===== src/rtl/booth_seq_multiplier.sv =====
// Sequential radix-4 Booth multiplier: scans B two bits per cycle through an external
// Booth encoder and accumulates the shifted partial products into a signed product.
//
// state | meaning
// IDLE  | ready for operands, in_ready high
// RUN   | one Booth digit per cycle, triplet driven to the encoder
// DONE  | product held on out_p until the consumer takes it
module booth_seq_multiplier #(
   parameter int A_WIDTH = 24,
   parameter int B_WIDTH = 8,
   parameter int P_WIDTH = A_WIDTH + B_WIDTH
) (
   input  logic               clk,
   input  logic               rst_n,
   input  logic               in_valid,
   output logic               in_ready,
   input  logic [A_WIDTH-1:0] in_a,
   input  logic [B_WIDTH-1:0] in_b,
   output logic [2:0]         booth_enc_in,
   input  logic               booth_enc_neg,
   input  logic               booth_enc_A,
   input  logic               booth_enc_2A,
   output logic               out_valid,
   input  logic               out_ready,
   output logic [P_WIDTH-1:0] out_p
);

   localparam int NSTEPS = B_WIDTH / 2;
   localparam int CNT_W  = (NSTEPS > 1) ? $clog2(NSTEPS) : 1;
   localparam logic [CNT_W-1:0] LAST = CNT_W'(NSTEPS - 1);

   typedef enum logic [1:0] {IDLE, RUN, DONE} state_t;

   state_t             state;
   logic [A_WIDTH-1:0] a_reg;
   logic [B_WIDTH-1:0] b_reg;
   logic [P_WIDTH-1:0] acc;
   logic [CNT_W-1:0]   cnt;

   logic [CNT_W:0]     sh;
   logic [B_WIDTH:0]   b_ext;
   logic [P_WIDTH-1:0] a_ext;
   logic [P_WIDTH-1:0] mag;
   logic [P_WIDTH-1:0] pp;
   logic [P_WIDTH-1:0] acc_next;

   assign sh    = {cnt, 1'b0};
   assign b_ext = {b_reg, 1'b0};
   assign a_ext = {{(P_WIDTH - A_WIDTH){a_reg[A_WIDTH-1]}}, a_reg};

   // Triplet comes purely from registered B and counter, so no input-to-encoder path.
   assign booth_enc_in = (state == RUN) ? b_ext[sh +: 3] : 3'b000;

   always_comb begin
      mag = '0;
      if (booth_enc_2A)
         mag = a_ext << 1;
      else if (booth_enc_A)
         mag = a_ext;
      pp       = booth_enc_neg ? (~mag + 1'b1) : mag;
      acc_next = acc + (pp << sh);
   end

   always_ff @(posedge clk or negedge rst_n) begin
      if (!rst_n) begin
         state     <= IDLE;
         in_ready  <= 1'b1;
         out_valid <= 1'b0;
         out_p     <= '0;
         a_reg     <= '0;
         b_reg     <= '0;
         acc       <= '0;
         cnt       <= '0;
      end else begin
         case (state)
            IDLE: begin
               if (in_valid && in_ready) begin
                  a_reg    <= in_a;
                  b_reg    <= in_b;
                  acc      <= '0;
                  cnt      <= '0;
                  in_ready <= 1'b0;
                  state    <= RUN;
               end
            end
            RUN: begin
               acc <= acc_next;
               cnt <= cnt + 1'b1;
               if (cnt == LAST) begin
                  out_p     <= acc_next;
                  out_valid <= 1'b1;
                  state     <= DONE;
               end
            end
            DONE: begin
               if (out_valid && out_ready) begin
                  out_valid <= 1'b0;
                  in_ready  <= 1'b1;
                  state     <= IDLE;
               end
            end
            default: begin
               state     <= IDLE;
               in_ready  <= 1'b1;
               out_valid <= 1'b0;
            end
         endcase
      end
   end

endmodule


===== config.mk =====
export PLATFORM = sky130hd
export DESIGN_NAME = booth_seq_multiplier
export DESIGN_NICKNAME = d
export VERILOG_FILES = /design/src/rtl/booth_seq_multiplier.sv
export SDC_FILE = /design/constraint.sdc
export NUM_CORES = 1
export LEC_CHECK = 0
export BUFFER_PORTS_ARGS = -buffer_cell sky130_fd_sc_hd__buf_2
export CAP_MARGIN = 20
export CORE_ASPECT_RATIO = 1.1
export CORE_MARGIN = 2
export CORE_UTILIZATION = 54
export DETAILED_ROUTE_END_ITERATION = 8
export PLACE_DENSITY = 0.77
export SLEW_MARGIN = 20
export SYNTH_ARGS = -nofsm -noshare
export SYNTH_HDL_FRONTEND = slang
export SYNTH_SLANG_ARGS = --single-unit

===== constraint.sdc =====
create_clock -name clk -period 3.75 [get_ports clk]
set_input_delay 0.75 -clock clk [delete_from_list [all_inputs] [get_ports clk]]
set_output_delay 0.75 -clock clk [all_outputs]
set_load 0.02 [all_outputs]

## Word-level counts from Yosys, hierarchy flattened

Cells that the tools add are included.

- Flip-flop bits (word level): 102
- Input bits: 39
- Output and inout bits: 37
- Logic and storage cells: 50

- $add $sub $neg: 3
- Equality and inequality tests: 6
- Shift operators: 2
- Mux-type cells: 18
- Bitwise logic cells: 3
- Reductions and logical operators: 10

Operators with widths:

| cell | number |
|---|---|
| 32-bit two-way mux | 4 |
| 32-bit one-hot mux with 2 select lines | 1 |
| 32-bit by 1-bit adder with 32-bit output (second input constant) | 1 |
| 32-bit adder | 1 |
| 32-bit NOT | 1 |
| 32-bit by 3-bit left shift with 32-bit output | 1 |
| 3-bit AND reduction | 3 |
| 9-bit by 4-bit indexed part select with 3-bit output | 1 |
| 2-bit two-way mux | 4 |
| 1-bit one-hot mux with 3 select lines | 2 |
| 2-bit one-hot mux with 3 select lines | 1 |
| 2-bit AND reduction | 3 |
| 2-bit == test (second input constant) | 2 |
| 1-bit two-way mux | 4 |
| 2-bit != test (second input constant) | 2 |
| 2-bit one-hot mux with 2 select lines | 1 |
| 3-bit two-way mux | 1 |
| 2-bit by 1-bit adder with 2-bit output (second input constant) | 1 |
| 2-bit by 1-bit == test with 1-bit output (second input constant) | 1 |
| 1-bit logical AND | 2 |
| 2-bit logical NOT | 1 |
| 2-bit by 1-bit != test with 1-bit output (second input constant) | 1 |
| 1-bit NOT | 2 |
| 2-bit nonzero test | 1 |

## Logic depth before layout (Yosys ltp)

- Word-level depth: 8
- Depth in mapped cells: 24
- Mapped depth without buffers: 21

## Worst setup path before layout

Ideal clock, no wire load.

- Path kind: input to register
- Start point: input booth_enc_2A
- End point: register acc[31]
- Library setup time: 0.076 ns
- Data arrival time: 5.008 ns
- Data required time: 3.674 ns
- Setup slack: -1.334 ns
- Stages: 20
- Buffers on the path: 4
- Cells stage by stage: buf_4 > clkbuf_1 > buf_2 > buf_2 > a22oi_1 > ha_1 > o211ai_1 > nor2_1 > nand4_2 > a221o_1 > nor3_1 > a2111oi_1 > mux2_1 > ha_1 > nand4_1 > or3_1 > o211a_1 > or3_1 > a211o_1 > o21ai_1

- Cells in the longest elaborated chain, start to end: 7

RTL lines:

| what | RTL line | source |
|---|---|---|
| from (decl) | 22 | `input logic booth_enc_2A,` |
| 32-bit two-way mux * | 56 | `if (booth_enc_2A)` |
| 32-bit NOT | 60 | `pp = booth_enc_neg ? (~mag + 1'b1) : mag;` |
| 32-bit by 1-bit adder with 32-bit output | 60 |  |
| 32-bit two-way mux * | 60 |  |
| 32-bit by 3-bit left shift with 32-bit output * | 61 | `acc_next = acc + (pp << sh);` |
| 32-bit adder * | 61 |  |
| 32-bit one-hot mux with 2 select lines * | 75 | `case (state)` |
| to (signal assigned) | 87 | `acc <= acc_next;` |
| to (decl) | 37 | `logic [P_WIDTH-1:0] acc;` |

Every way passes the cells marked *; elsewhere a longest branch is shown, timed or not.
A chain may end at the register's enable or synchronous reset.

## Final worst setup path

- Start point: input booth_enc_A
- End point: register out_p[30]

- Cells in the longest elaborated chain, start to end: 7

RTL lines:

| what | RTL line | source |
|---|---|---|
| from (decl) | 21 | `input logic booth_enc_A,` |
| 32-bit two-way mux * | 58 | `else if (booth_enc_A)` |
| 32-bit two-way mux * | 56 |  |
| 32-bit NOT | 60 |  |
| 32-bit by 1-bit adder with 32-bit output | 60 |  |
| 32-bit two-way mux * | 60 |  |
| 32-bit by 3-bit left shift with 32-bit output * | 61 |  |
| 32-bit adder * | 61 |  |
| to (signal assigned) | 90 | `out_p <= acc_next;` |
| to (decl) | 25 | `output logic [P_WIDTH-1:0] out_p` |

Marks and branches as above.

==> metrics.txt <==
# TYPE chip_impl_metric gauge
chip_impl_metric{name="setup_ws_post_layout",unit="ns"} -0.8313
chip_impl_metric{name="design.portCount",unit=""} 76
chip_impl_metric{name="dieHeight",unit="µm"} 126.2
chip_impl_metric{name="tightest_slew",unit="ns"} 0.7897
chip_impl_metric{name="htree_levels",unit=""} 3
chip_impl_metric{name="relSlewSlack",unit=""} 0.4735
chip_impl_metric{name="detail_route.vias_per_cell",unit=""} 6.197
chip_impl_metric{name="wire_length_per_cell_after_detailed_routing",unit="µm"} 19.11
chip_impl_metric{name="timing_max_transition_violations_final",unit=""} 0
chip_impl_info{name="cts_tree",value="done"} 1
chip_impl_metric{name="drt-total-wl",unit="µm"} 23850
chip_impl_metric{name="cts-buffers-inserted",unit=""} 9
chip_impl_metric{name="global_route.usage.total",unit=""} 0.2898
chip_impl_info{name="crit_path_cell_trace",value="buf_6, nor2b_4, a22oi_2, ha_2, o211ai_1, nor2_2, buf_4, a31oi_2, xor2_1, mux2i_1, nor2_1, a21oi_2, ha_4, buf_6, nand4_1, nor4_4, o211ai_1, a41oi_4, nor3b_4, o31ai_2, a21oi_1, xor2_1, o21ai_1"} 1
chip_impl_metric{name="ys_async_sr_fraction",unit=""} 1.000
chip_impl_metric{name="drtIter0Drc",unit=""} 658
chip_impl_metric{name="post_dp_cell_area",unit="mm²"} 0.009196
chip_impl_metric{name="placement.io_buffers",unit=""} 75
chip_impl_metric{name="wire_length_of_the_first_global_routing_pass",unit="µm"} 33730
chip_impl_metric{name="insertedDiodeCount",unit=""} 0
chip_impl_metric{name="ant_nets",unit=""} 0
chip_impl_metric{name="timing.critical_path.fanout_max",unit=""} 5
chip_impl_info{name="synth.largest_area_cell",value="sky130_fd_sc_hd__dfrtp_1"} 1
chip_impl_metric{name="first_global_vias",unit=""} 7186
chip_impl_metric{name="placedCellCount",unit=""} 1199
chip_impl_metric{name="synth.distinct_cells",unit=""} 65
chip_impl_info{name="status",value="complete, but fails checks"} 1
chip_impl_metric{name="holdWs",unit="ns"} 0.4450
chip_impl_metric{name="antenna_found_initial",unit=""} 0
chip_impl_metric{name="layout-area-overhead-vs-synth",unit="%"} 41.86
chip_impl_metric{name="rows",unit=""} 44
chip_impl_metric{name="post_layout_nonfiller_instances",unit=""} 1248
chip_impl_metric{name="fin_area",unit="mm²"} 0.01040
chip_impl_metric{name="globalplace.congestion",unit=""} 0.9120
chip_impl_metric{name="final_period_utilization",unit=""} 1.222
chip_impl_metric{name="total_drc_errors_in_the_routed_layout",unit=""} 0
chip_impl_metric{name="start_util",unit=""} 0.5547
chip_impl_metric{name="final_period_minus_worst_setup_slack",unit="ns"} 4.581
chip_impl_metric{name="cp_data_arrival_time",unit="ns"} 4.81
chip_impl_metric{name="final-setup-viol-count",unit=""} 46
chip_impl_metric{name="grt_max_degree",unit=""} 103
chip_impl_info{name="ys.flop_type",value="sky130_fd_sc_hd__dfrtp_1"} 1
chip_impl_info{name="yosys.cell_count.top_type",value="sky130_fd_sc_hd__nand2_1"} 1
chip_impl_metric{name="synth_edf_count",unit=""} 0
chip_impl_metric{name="place.detailed.hpwl",unit="µm"} 14220
chip_impl_metric{name="finish.net_count",unit=""} 1161
chip_impl_info{name="grt_setup_unrepaired",value="yes"} 1
chip_impl_metric{name="post-synth-top-area-fraction",unit=""} 0.3448
chip_impl_metric{name="post_route_cells_drive_above_1_share",unit=""} 0.4379
chip_impl_metric{name="worstPathRequired",unit="ns"} 3.98
chip_impl_metric{name="worst_skew_pair.late_latency",unit="ns"} 0.37
chip_impl_metric{name="fp.coreArea",unit="mm²"} 0.01321
chip_impl_info{name="crit_path_start_kind",value="input port"} 1
chip_impl_metric{name="synth.net_count",unit=""} 915
chip_impl_info{name="cp_slowest_cell",value="sky130_fd_sc_hd__a41oi_4"} 1
chip_impl_metric{name="synthesis.yosys.warnings",unit=""} 0
chip_impl_metric{name="fillerInstances",unit=""} 788
chip_impl_metric{name="clock_skew_after_layout",unit="ns"} 0.008605
chip_impl_metric{name="max_cap_viol_count",unit=""} 0
chip_impl_metric{name="clkSinkCount",unit=""} 102
chip_impl_info{name="clk_root_buffer_cell",value="sky130_fd_sc_hd__clkbuf_16"} 1
chip_impl_metric{name="fmax",unit="GHz"} 0.2183
chip_impl_metric{name="instance_count_of_the_mapped_netlist",unit=""} 836
chip_impl_metric{name="drt_first_pass_iters",unit=""} 7
chip_impl_info{name="critical_path_class",value="input port to flip-flop"} 1
chip_impl_info{name="violations",value="negative setup slack"} 1
chip_impl_metric{name="tns_setup",unit="ns"} -24.92
chip_impl_info{name="cp-end-kind",value="flip-flop"} 1
chip_impl_metric{name="avgSynthCellArea",unit="µm²"} 8.767
chip_impl_metric{name="critical_path.max_stage_delay",unit="ns"} 0.39
chip_impl_metric{name="clk_pin_slew_worst_paths",unit="ns"} 0.07
chip_impl_metric{name="finalHoldViolations",unit=""} 0
chip_impl_metric{name="dieArea",unit="mm²"} 0.01452
chip_impl_metric{name="multi_input_area",unit="mm²"} 0.005303
chip_impl_metric{name="ys_seq_area_frac",unit=""} 0.3484
chip_impl_metric{name="die_w",unit="µm"} 115.1
chip_impl_info{name="post_synth_main_area_contributors",value="sky130_fd_sc_hd__dfrtp_1 (34%), sky130_fd_sc_hd__ha_1 (6.7%), sky130_fd_sc_hd__mux2_2 (6.1%)"} 1
chip_impl_info{name="worstHoldPathType",value="input port to async pin"} 1
chip_impl_metric{name="overflow",unit=""} 0
chip_impl_metric{name="regArea",unit="mm²"} 0.002554
chip_impl_metric{name="netlist_area",unit="mm²"} 0.007330
chip_impl_metric{name="synth.ff_latch_count",unit=""} 102
chip_impl_info{name="netlist_top_cells_count",value="sky130_fd_sc_hd__nand2_1 (119), sky130_fd_sc_hd__dfrtp_1 (101), sky130_fd_sc_hd__o21ai_0 (80)"} 1
chip_impl_metric{name="max-clock-path-buffers",unit=""} 2
chip_impl_metric{name="cts-hold-fix-buffers",unit=""} 0
chip_impl_metric{name="route.vias.total",unit=""} 7734
-- critical path: cells and delay by family --
kind,cells,cell delay [ns]
compound gates,9,1.65
xor+xnor,2,0.41
fa+ha+maj,2,0.43
buf+inv,3,0.34
mux,1,0.22
simple gates,6,0.98
-- cells in the final DEF (no fill, tap or decap), types with 12 or more instances in the layout --
| cell type | count |
|---|---|
| sky130_fd_sc_hd__a21oi_1 | 25 |
| sky130_fd_sc_hd__a21oi_2 | 21 |
| sky130_fd_sc_hd__a22oi_1 | 17 |
| sky130_fd_sc_hd__buf_2 | 72 |
| sky130_fd_sc_hd__buf_4 | 201 |
| sky130_fd_sc_hd__dfrtp_1 | 101 |
| sky130_fd_sc_hd__ha_1 | 30 |
| sky130_fd_sc_hd__mux2_2 | 39 |
| sky130_fd_sc_hd__mux2i_1 | 20 |
| sky130_fd_sc_hd__nand2_1 | 108 |
| sky130_fd_sc_hd__nand2b_1 | 13 |
| sky130_fd_sc_hd__nor2_1 | 44 |
| sky130_fd_sc_hd__o21ai_0 | 43 |
| sky130_fd_sc_hd__o21ai_1 | 42 |
| sky130_fd_sc_hd__o22ai_1 | 26 |
| sky130_fd_sc_hd__xnor2_1 | 12 |
| sky130_fd_sc_hd__xor2_1 | 19 |
-- layout make-up --
cell class	count	area share
multi-input combinational	673	0.5100
sequential	102	0.2456
timing repair buffer	285	0.1936
clock buffer	11	0.02335
tap	161	0.01937
clock inverter	5	0.004091
inverter	11	0.003971
-- through the flow --
stage	utilization	worst slack [ns]
6_report	0.7869	-0.8313
2_1_floorplan	-	-1.021
5_1_grt	0.7869	-1.099
4_1_cts	0.7483	-0.4549
3_3_place_gp	0.6960	-0.8840
3_5_place_dp	0.6960	-1.023
-- cell families after synthesis --
logic type                 count (synthesis)  share of synthesized area
AOI/OAI and AO/OA                        263                     0.2272
and+or+nand+nor                          256                     0.1625
DFF                                      102                     0.3484
muxes                                     65                    0.09935
buffers and inverters                     61                    0.03278
xor gates and xnor gates                  49                    0.06043
adders and majority gates                 40                    0.06931
-- path summary, 6_finish.rpt --
| path | cells past startpoint | slack [ns] | startpoint | to |
|---|---|---|---|---|
| min in group clk | 2 | 0.48 | out_p[28] | out_p[28] |
| worst min-delay path | 2 | 0.45 | rst_n | out_p[28] |
| max in group asynchronous | 2 | 2.92 | rst_n | a_reg[9] |
| worst max register to register | 20 | -0.74 | a_reg[3] | out_p[30] |
| worst min register to register | 2 | 0.48 | out_p[28] | out_p[28] |
| worst max-delay path | 23 | -0.83 | booth_enc_A | out_p[30] |
-- what timing repair did --
item | CTS | global route
gates resized for setup | 61 | 77
setup endpoints to repair | 46 | 48
hold endpoints to repair | 0 | 0
buffers inserted | 15 | 19
pin swaps | 58 | 50
gates cloned | 0 | 0
-- routing by layer --
layer  part of all wire  up-vias  track usage  wire [µm]
met2               0.49      422       0.4810      11770
met3              0.072      118      0.03417       1716
met5                  0        -            0          0
li1                   -     3529            -          -
met4              0.053        0       0.1396       1269
met1               0.38     3665       0.3749       9095
Power is left out: the tool's default activity adds up to more than one toggle a clock period on the data nets, which glitch-free logic cannot reach.
